`src/rtl/mac_kbd_host.sv`:
```
// Mac keyboard-link initiator: runs Test, Model, then a continuous Inquiry poll
// over the byte/strobe link and decodes replies (including 0x79 keypad prefix) into key events.
module mac_kbd_host #(
  parameter logic [22:0] REPLY_TIMEOUT = 23'h401000,
  parameter logic [15:0] POLL_GAP      = 16'h0100
) (
  input  logic       clk,
  input  logic       reset,
  input  logic       ce,
  input  logic       enable,
  output logic [7:0] data_out,
  output logic       strobe_out,
  input  logic [7:0] data_in,
  input  logic       strobe_in,
  output logic       key_valid,
  output logic [6:0] key_code,
  output logic       key_up,
  output logic       keypad,
  output logic [7:0] model,
  output logic       model_valid,
  output logic       error,
  output logic       busy
);

  localparam int unsigned TMO_W = 23;
  localparam int unsigned GAP_W = 16;

  localparam logic [7:0] CMD_TEST  = 8'h36;
  localparam logic [7:0] CMD_MODEL = 8'h16;
  localparam logic [7:0] CMD_INQ   = 8'h10;
  localparam logic [7:0] CMD_INST  = 8'h14;
  localparam logic [7:0] RSP_ACK   = 8'h7D;
  localparam logic [7:0] RSP_NULL  = 8'h7B;
  localparam logic [7:0] RSP_KPAD  = 8'h79;

  typedef enum logic [3:0] {
    IDLE, SEND_TEST, WAIT_TEST, SEND_MODEL, WAIT_MODEL,
    GAP, SEND_INQ, WAIT_INQ, SEND_INST, WAIT_INST
  } state_t;

  state_t             state, state_n;
  logic [TMO_W-1:0]   to_cnt, to_n, to_inc_c;
  logic [GAP_W-1:0]   gap_cnt, gap_n;
  logic               kp, kp_n;
  logic               resync, resync_n;
  logic [7:0]         data_n, model_n;
  logic               strobe_n, kv_n, up_n, kpad_n, mv_n, err_n;
  logic [6:0]         code_n;
  logic               to_hit_c, gap_done_c, timeout_c;

  assign to_hit_c   = (to_cnt == REPLY_TIMEOUT - TMO_W'(1));
  assign to_inc_c   = (to_cnt == {TMO_W{1'b1}}) ? to_cnt : to_cnt + TMO_W'(1);
  // POLL_GAP of zero still spends one cycle in GAP
  assign gap_done_c = ({1'b0, gap_cnt} + 17'(1)) >= {1'b0, POLL_GAP};

  always_comb begin
    state_n   = state;
    data_n    = data_out;
    strobe_n  = 1'b0;
    kv_n      = 1'b0;
    code_n    = key_code;
    up_n      = key_up;
    kpad_n    = keypad;
    model_n   = model;
    mv_n      = model_valid;
    err_n     = 1'b0;
    to_n      = to_cnt;
    gap_n     = gap_cnt;
    kp_n      = kp;
    resync_n  = resync;
    timeout_c = 1'b0;

    case (state)
      IDLE: if (enable) state_n = SEND_TEST;

      SEND_TEST: begin
        data_n   = CMD_TEST;
        strobe_n = 1'b1;
        to_n     = '0;
        resync_n = 1'b0;
        kp_n     = 1'b0;
        state_n  = WAIT_TEST;
      end

      WAIT_TEST: begin
        to_n = to_inc_c;
        if (strobe_in) begin
          if (data_in == RSP_ACK) begin
            state_n = SEND_MODEL;
          end else begin
            err_n    = 1'b1;
            resync_n = 1'b1;
            gap_n    = '0;
            state_n  = GAP;
          end
        end else begin
          timeout_c = to_hit_c;
        end
      end

      SEND_MODEL: begin
        data_n   = CMD_MODEL;
        strobe_n = 1'b1;
        to_n     = '0;
        state_n  = WAIT_MODEL;
      end

      WAIT_MODEL: begin
        to_n = to_inc_c;
        if (strobe_in) begin
          model_n = data_in;
          mv_n    = 1'b1;
          gap_n   = '0;
          state_n = GAP;
        end else begin
          timeout_c = to_hit_c;
        end
      end

      GAP: begin
        if (gap_done_c) begin
          if (!enable)                    state_n = IDLE;
          else if (resync || !model_valid) state_n = SEND_TEST;
          else                            state_n = SEND_INQ;
        end else begin
          gap_n = gap_cnt + GAP_W'(1);
        end
      end

      SEND_INQ: begin
        data_n   = CMD_INQ;
        strobe_n = 1'b1;
        to_n     = '0;
        state_n  = WAIT_INQ;
      end

      WAIT_INQ: begin
        to_n = to_inc_c;
        if (strobe_in) begin
          gap_n = '0;
          if (data_in == RSP_NULL) begin
            state_n = GAP;
          end else if (data_in == RSP_KPAD) begin
            kp_n    = 1'b1;
            state_n = SEND_INST;
          end else begin
            kv_n    = 1'b1;
            code_n  = data_in[6:0];
            up_n    = data_in[7];
            kpad_n  = 1'b0;
            state_n = GAP;
          end
        end else begin
          timeout_c = to_hit_c;
        end
      end

      SEND_INST: begin
        data_n   = CMD_INST;
        strobe_n = 1'b1;
        to_n     = '0;
        state_n  = WAIT_INST;
      end

      WAIT_INST: begin
        to_n = to_inc_c;
        if (strobe_in) begin
          gap_n = '0;
          if (data_in == RSP_NULL) begin
            kp_n    = 1'b0;
            state_n = GAP;
          end else if (data_in == RSP_KPAD) begin
            state_n = SEND_INST;
          end else begin
            kv_n    = 1'b1;
            code_n  = data_in[6:0];
            up_n    = data_in[7];
            kpad_n  = kp;
            kp_n    = 1'b0;
            state_n = GAP;
          end
        end else begin
          timeout_c = to_hit_c;
        end
      end

      default: state_n = IDLE;
    endcase

    // Silent keyboard: flag it and resynchronise from Test
    if (timeout_c) begin
      err_n   = 1'b1;
      mv_n    = 1'b0;
      kp_n    = 1'b0;
      state_n = enable ? SEND_TEST : IDLE;
    end
  end

  always_ff @(posedge clk or posedge reset) begin
    if (reset) begin
      state       <= IDLE;
      data_out    <= 8'h00;
      strobe_out  <= 1'b0;
      key_valid   <= 1'b0;
      key_code    <= 7'h00;
      key_up      <= 1'b0;
      keypad      <= 1'b0;
      model       <= 8'h00;
      model_valid <= 1'b0;
      error       <= 1'b0;
      busy        <= 1'b0;
      to_cnt      <= '0;
      gap_cnt     <= '0;
      kp          <= 1'b0;
      resync      <= 1'b0;
    end else if (ce) begin
      state       <= state_n;
      data_out    <= data_n;
      strobe_out  <= strobe_n;
      key_valid   <= kv_n;
      key_code    <= code_n;
      key_up      <= up_n;
      keypad      <= kpad_n;
      model       <= model_n;
      model_valid <= mv_n;
      error       <= err_n;
      busy        <= (state_n != IDLE);
      to_cnt      <= to_n;
      gap_cnt     <= gap_n;
      kp          <= kp_n;
      resync      <= resync_n;
    end
  end

endmodule

```
`config.mk`:
```
export PLATFORM = sky130hd
export DESIGN_NAME = mac_kbd_host
export DESIGN_NICKNAME = d
export VERILOG_FILES = /design/src/rtl/mac_kbd_host.sv
export SDC_FILE = /design/constraint.sdc
export NUM_CORES = 1
export LEC_CHECK = 0
export ABC_AREA = 1
export CORE_MARGIN = 10
export CORE_UTILIZATION = 60
export CTS_BUF_LIST = sky130_fd_sc_hd__clkbuf_8
export DETAILED_ROUTE_END_ITERATION = 6
export GPL_ROUTABILITY_DRIVEN = 0
export PLACE_DENSITY = 0.93
export SETUP_SLACK_MARGIN = 0.4
export SYNTH_ARGS = -nofsm -noshare
export SYNTH_HDL_FRONTEND = slang
export SYNTH_SLANG_ARGS = --single-unit
```
`constraint.sdc`:
```
create_clock -name clk -period 6.65 [get_ports clk]
set_clock_uncertainty 0.15 [all_clocks]
set_input_delay 1.33 -clock clk [delete_from_list [all_inputs] [get_ports clk]]
set_output_delay 1.33 -clock clk [all_outputs]
set_load 0.01 [all_outputs]
```
Yosys cells after proc, flatten, opt, wreduce, memory -nomap -nowiden
Index checks and enable logic that the tools add are counted.

storage, ports and cells
  bits in registers = 75
  input bits = 13
  output and inout port bits = 30
  word-level logic and storage cells = 128

cells by class
  add/subtract/negate cells = 3
  $lt $le $gt $ge = 1
  equality and inequality tests = 30
  multiplexer cells = 52
  bitwise operators = 2
  reduce and logical (&&, ||, !) cells = 25

operator list
  cell                     count
  $mux W16                 4
  $pmux W16 S3             1
  $eq A23 B23 Y1 const B   2
  $pmux W23 S2             1
  $pmux W4 S9              1
  $mux W4                  8
  $pmux W8 S4              1
  $mux W1                  29
  $eq A8 B7 Y1 const B     3
  $add A23 B1 Y23 const B  1
  $mux W23                 1
  $ne A2 B2 Y1 const B     10
  $add A16 B1 Y17 const B  1
  $ge A17 B9 Y1 const B    1
  $add A16 B1 Y16 const B  1
  $eq A4 B3 Y1 const B     4
  $ne A3 B3 Y1 const B     4
  $reduce_bool A4 Y1       3
  $reduce_bool A2 Y1       5
  $mux W3                  3
  $reduce_and A3 Y1        3
  $eq A4 B2 Y1 const B     2
  $eq A4 B4 Y1 const B     2
  $reduce_and A8 Y1        1
  other kinds (18)         21

Depth between registers and ports, before layout
  word-level depth = 8
  mapped depth = 17
  mapped depth without buffers = 17

Worst setup path before layout
Ideal clock, no wire load.

  path kind = in2reg
  start = input port data_in[7]
  end = register gap_cnt[0]
  library setup time = 0.117 ns
  arrival time = 2.563 ns
  data required time = 6.383 ns
  setup slack = 3.820 ns
  cell stages on the path = 11
  buffers on the path = 1
  cell sequence = inv_1 > nand4_1 > nor3_1 > nand3_1 > o22ai_1 > a211oi_4 > o21ai_2 > nand2_4 > buf_8 > nand3_2 > nand2_1

on the way
  cells in the longest elaborated chain, start to end = 3

RTL lines
  what                         line  source
  from (decl)                  13    input logic [7:0] data_in,
  $eq A8 B7 Y1                 88    if (data_in == RSP_ACK) begin
  $ne A2 B2 Y1 (no line)       --
  $reduce_and A6 Y1 (no line)  --
  to (signal assigned)         229   gap_cnt <= gap_n;
  to (decl)                    43    logic [GAP_W-1:0] gap_cnt, gap_n;

No other way between the ends.
A chain may end at the register's enable or synchronous reset.

Worst setup path in the final report
  start = input port strobe_in
  end = register kp

on the way
  cells in the longest elaborated chain, start to end = 4
  elaborated cells between the ends (all ways) = 10
  classes of those cells = 5 x eq/ne; 3 x mux; 2 x reduce/logical

RTL lines
  what                                                  line  source
  from (decl)                                           14    input logic strobe_in,
  $mux W1 (2 in series)                                 --
  $ne A4 B4 Y1 (no line), or another cell as far along  --
  $reduce_and A7 Y1 (no line)                           --
  to (signal assigned)                                  230   kp <= kp_n;
  to (decl)                                             44    logic kp, kp_n;

Several ways; a longest one is shown, not always the timed one.

==> metrics.txt <==
slowest stage cell, crit path clkdlybuf4s50_1; top cell type's share of synthesized area 0.430; Worst-path clk slew about 0.08 ns; clk buf depth 2; drt pass-1 iters 6; setup slack, reg-to-reg 3.58 ns; DR vias about 3,800; Power Internal a little under 900 uW; row cnt 30; Util after Layout 0.695; Cells after Synth about 560; Seq/Total Area, Yosys 0.430; CP peak stage delay around 0.55 ns; Overflow after GRT 0; max_cap viols 0; Reg-to-Reg Start state[0]; Nets 608; most frequent CP cell a21oi_1; Startpoint Class primary input; initial antenna violation count 0; root buffer cell clkbuf_8; crit-path max FO 8; Min-Delay Endpoint data_out[4]; Overall Power ~1.5 mW; Residual DRC 0; final hold vios 0; area grow syn2layout 13.6%; leading area contributor after synthesis dfrtp_1; combinational share of power 0.411; Die X a little over 100 um; setup ws final 3.22 ns; type of element capturing the critical path flip-flop; Critical R2R Capture data_out[4]; Reg power frac 0.390; final instance area between 0.004 and 0.005 mm2; min-delay src data_out[4]; FF-to-FF path depth 13; HP Class reg -> reg; antenna cells 0; CP cell instances clkdlybuf4s50_1 -> inv_1 -> nand4_1 -> nor4_1 -> nand2_1 -> o22ai_1 -> a21oi_1 -> a21oi_1; initial DRC count 367; Least-Margin Pin Slew about 0.9 ns; CP Class in -> reg; TNS Setup 0 ns; status finished clean; Clock Power Share 0.199; Post-DRT Antenna Nets 0; Num CTS Buffers 9; Max-slew headroom 0.412; final setup violation count 0; hold buffer count at CTS 0; Avg Cell Area, Syn about 7.4 um2; worst path buffer plus inverter count 2; clock latency on the worst-skew pair 0.34 ns; Place WS roughly 3 ns; Static Leak about 2.1 nW; crit share post-route 0.516; CTS tree done; Tmin final 3.43 ns; io pins between 40 and 50; layout cells sized above 1 0.0603; vias in the first global route roughly 3,600; warnings from Yosys 0; Starting Density 0.612; filler cell count roughly 500; hold depth 1; highest attainable clock frequency roughly 300 MHz; postcts setup bufs 0; Final Max Slew Viols 0; synthesized flop and latch total between 70 and 80; Vias per Instance ~5.7; H-tree levels 3; dpl hpwl between 7000 and 8000 um; Net Sw Frac 0.406; Die Ht between 100 and 150 um; maximum VDD drop 0.246 mV; final WL approximately 10,000 um; total net switching power 604 uW; Resized Gates After CTS 0; RSZ-0062 raised after global routing no; core area between 0.006 and 0.007 mm2; Pwr Density 317 mW/mm2; Port-buffer cells 38; critical path's top delay family buffers and inverters; worst path arrival time around 3.6 ns; Netlist cell types 38; die area ~0.011 mm2; global-route wire length before repair about 17,000 um; Worst path depth 8; synthesized area roughly 0.0041 mm2; pin count of the biggest net entering global routing 72; All-Layer GR Usage 0.198; ranking of synthesized cells by area dfrtp_1 (43%), nand2_1 (13%), inv_1 (6.1%); CP required just under 7 ns; DP Area roughly 0.0045 mm2; # clock sinks 71; WL/cell approximately 15 um
cells by family (layout without fill, tap and decap cells):
| kind of cell | after synthesis | count (layout) | synth area share |
|---|---|---|---|
| AO/OA/AOI/OAI | 65 | 65 | 0.0975 |
| XOR/XNOR | 22 | 22 | 0.0466 |
| flip-flops | 71 | 71 | 0.430 |
| adder cells (fa/ha/maj) | 2 | 2 | 0.00605 |
| buffers and inverters | 87 | 125 | 0.0890 |
| other | 1 | 4 | 0.000907 |
| AND/OR/NAND/NOR | 308 | 308 | 0.330 |
cell usage in the layout, fill, tap and decap left out, types with 2 or more instances in the layout:
cell and n:
nand2_1 146, dfrtp_1 71, inv_1 67, nor2_1 62, nand3_1 49, clkdlybuf4s50_1 38, o21ai_0 31, nor3_1 15
nand4_1 14, xor2_1 14, o31ai_1 13, clkbuf_8 10, xnor2_1 8, nor4_1 7, a21oi_1 6, inv_2 5
nand3_2 4, nand2_2 4, conb_1 4, nor2_2 3, o22ai_1 3, clkinv_2 3, nand2_4 2, a31oi_1 2
a22oi_1 2, o211ai_1 2, ha_1 2
metal layers:
metal  share of wire  routed length [um]  global-route usage
met4           0.020                 199              0.0781
met2            0.48                4880               0.318
met3           0.075                 759              0.0476
met5               0                   0                   0
met1            0.42                4240               0.252
layout make-up:
cell class,instances,area (um2),share of cell area
tap,80,100,0.0213
inverter,71,267,0.0568
clock inverter,5,26.3,0.00560
sequential,71,1780,0.378
timing repair buffer,39,388,0.0826
multi-input combinational,401,2000,0.426
clock buffer,10,138,0.0293
worst reg2reg max path: stages (launching register included):
cell and delay, ns:
dfrtp_1 0.44, inv_1 0.18, nor2_1 0.10, nand3_2 0.12, nand2_4 0.11, nor2_8 0.23, inv_2 0.17, nor3_1 0.23
a31oi_1 0.08, nand2_2 0.44, inv_2 0.23, nand2_2 0.24, inv_2 0.06, or2_1 0.21
sequential cells by signal, indices dropped and copies added (netlist names), 4 cells and up:
name / flops
to_cnt: 23
model: 8
gap_cnt: 16
data_out: 4
state: 4
key_code: 7
worst max path at each step:
stage                     slack, ns       from   end
after floorplan                3.37      reset  busy
after global placement         3.14  strobe_in    kp
after detailed placement       3.03  strobe_in    kp
after CTS                      3.30  strobe_in    kp
after global routing           3.09  strobe_in    kp
final                          3.22  strobe_in    kp
per-stage QoR:
step,std cells,hold WS (ns)
3_3_place_gp,662,0.299
6_report,677,0.322
4_1_cts,677,0.329
2_1_floorplan,559,0.328
5_1_grt,677,0.363
3_5_place_dp,662,0.312
synth_stat cells (all sizes together):
cell type	count
nor3	15
a211oi	2
nand3	53
o21ai	33
dfrtp	71
inv	71
a2bb2oi	1
xnor2	8
xor2	14
a21oi	6
o31ai	13
o211ai	2
a31oi	2
nor4	7
nand4	14
conb	1
nor2	66
o22ai	3
a22oi	2
o221ai	1
ha	2
buf	9
or2	1
clkbuf	7
nand2	152
power by group through the flow:
stage                     registers [mW]  logic [mW]  clock network, mW
after global placement             0.580       0.581                  0
after floorplan                    0.605       0.378                  0
after CTS                          0.579       0.611              0.296
after global routing               0.590       0.674              0.316
final                              0.581       0.612              0.295
after detailed placement           0.584       0.602                  0
Power figures use the tool's default switching activity.
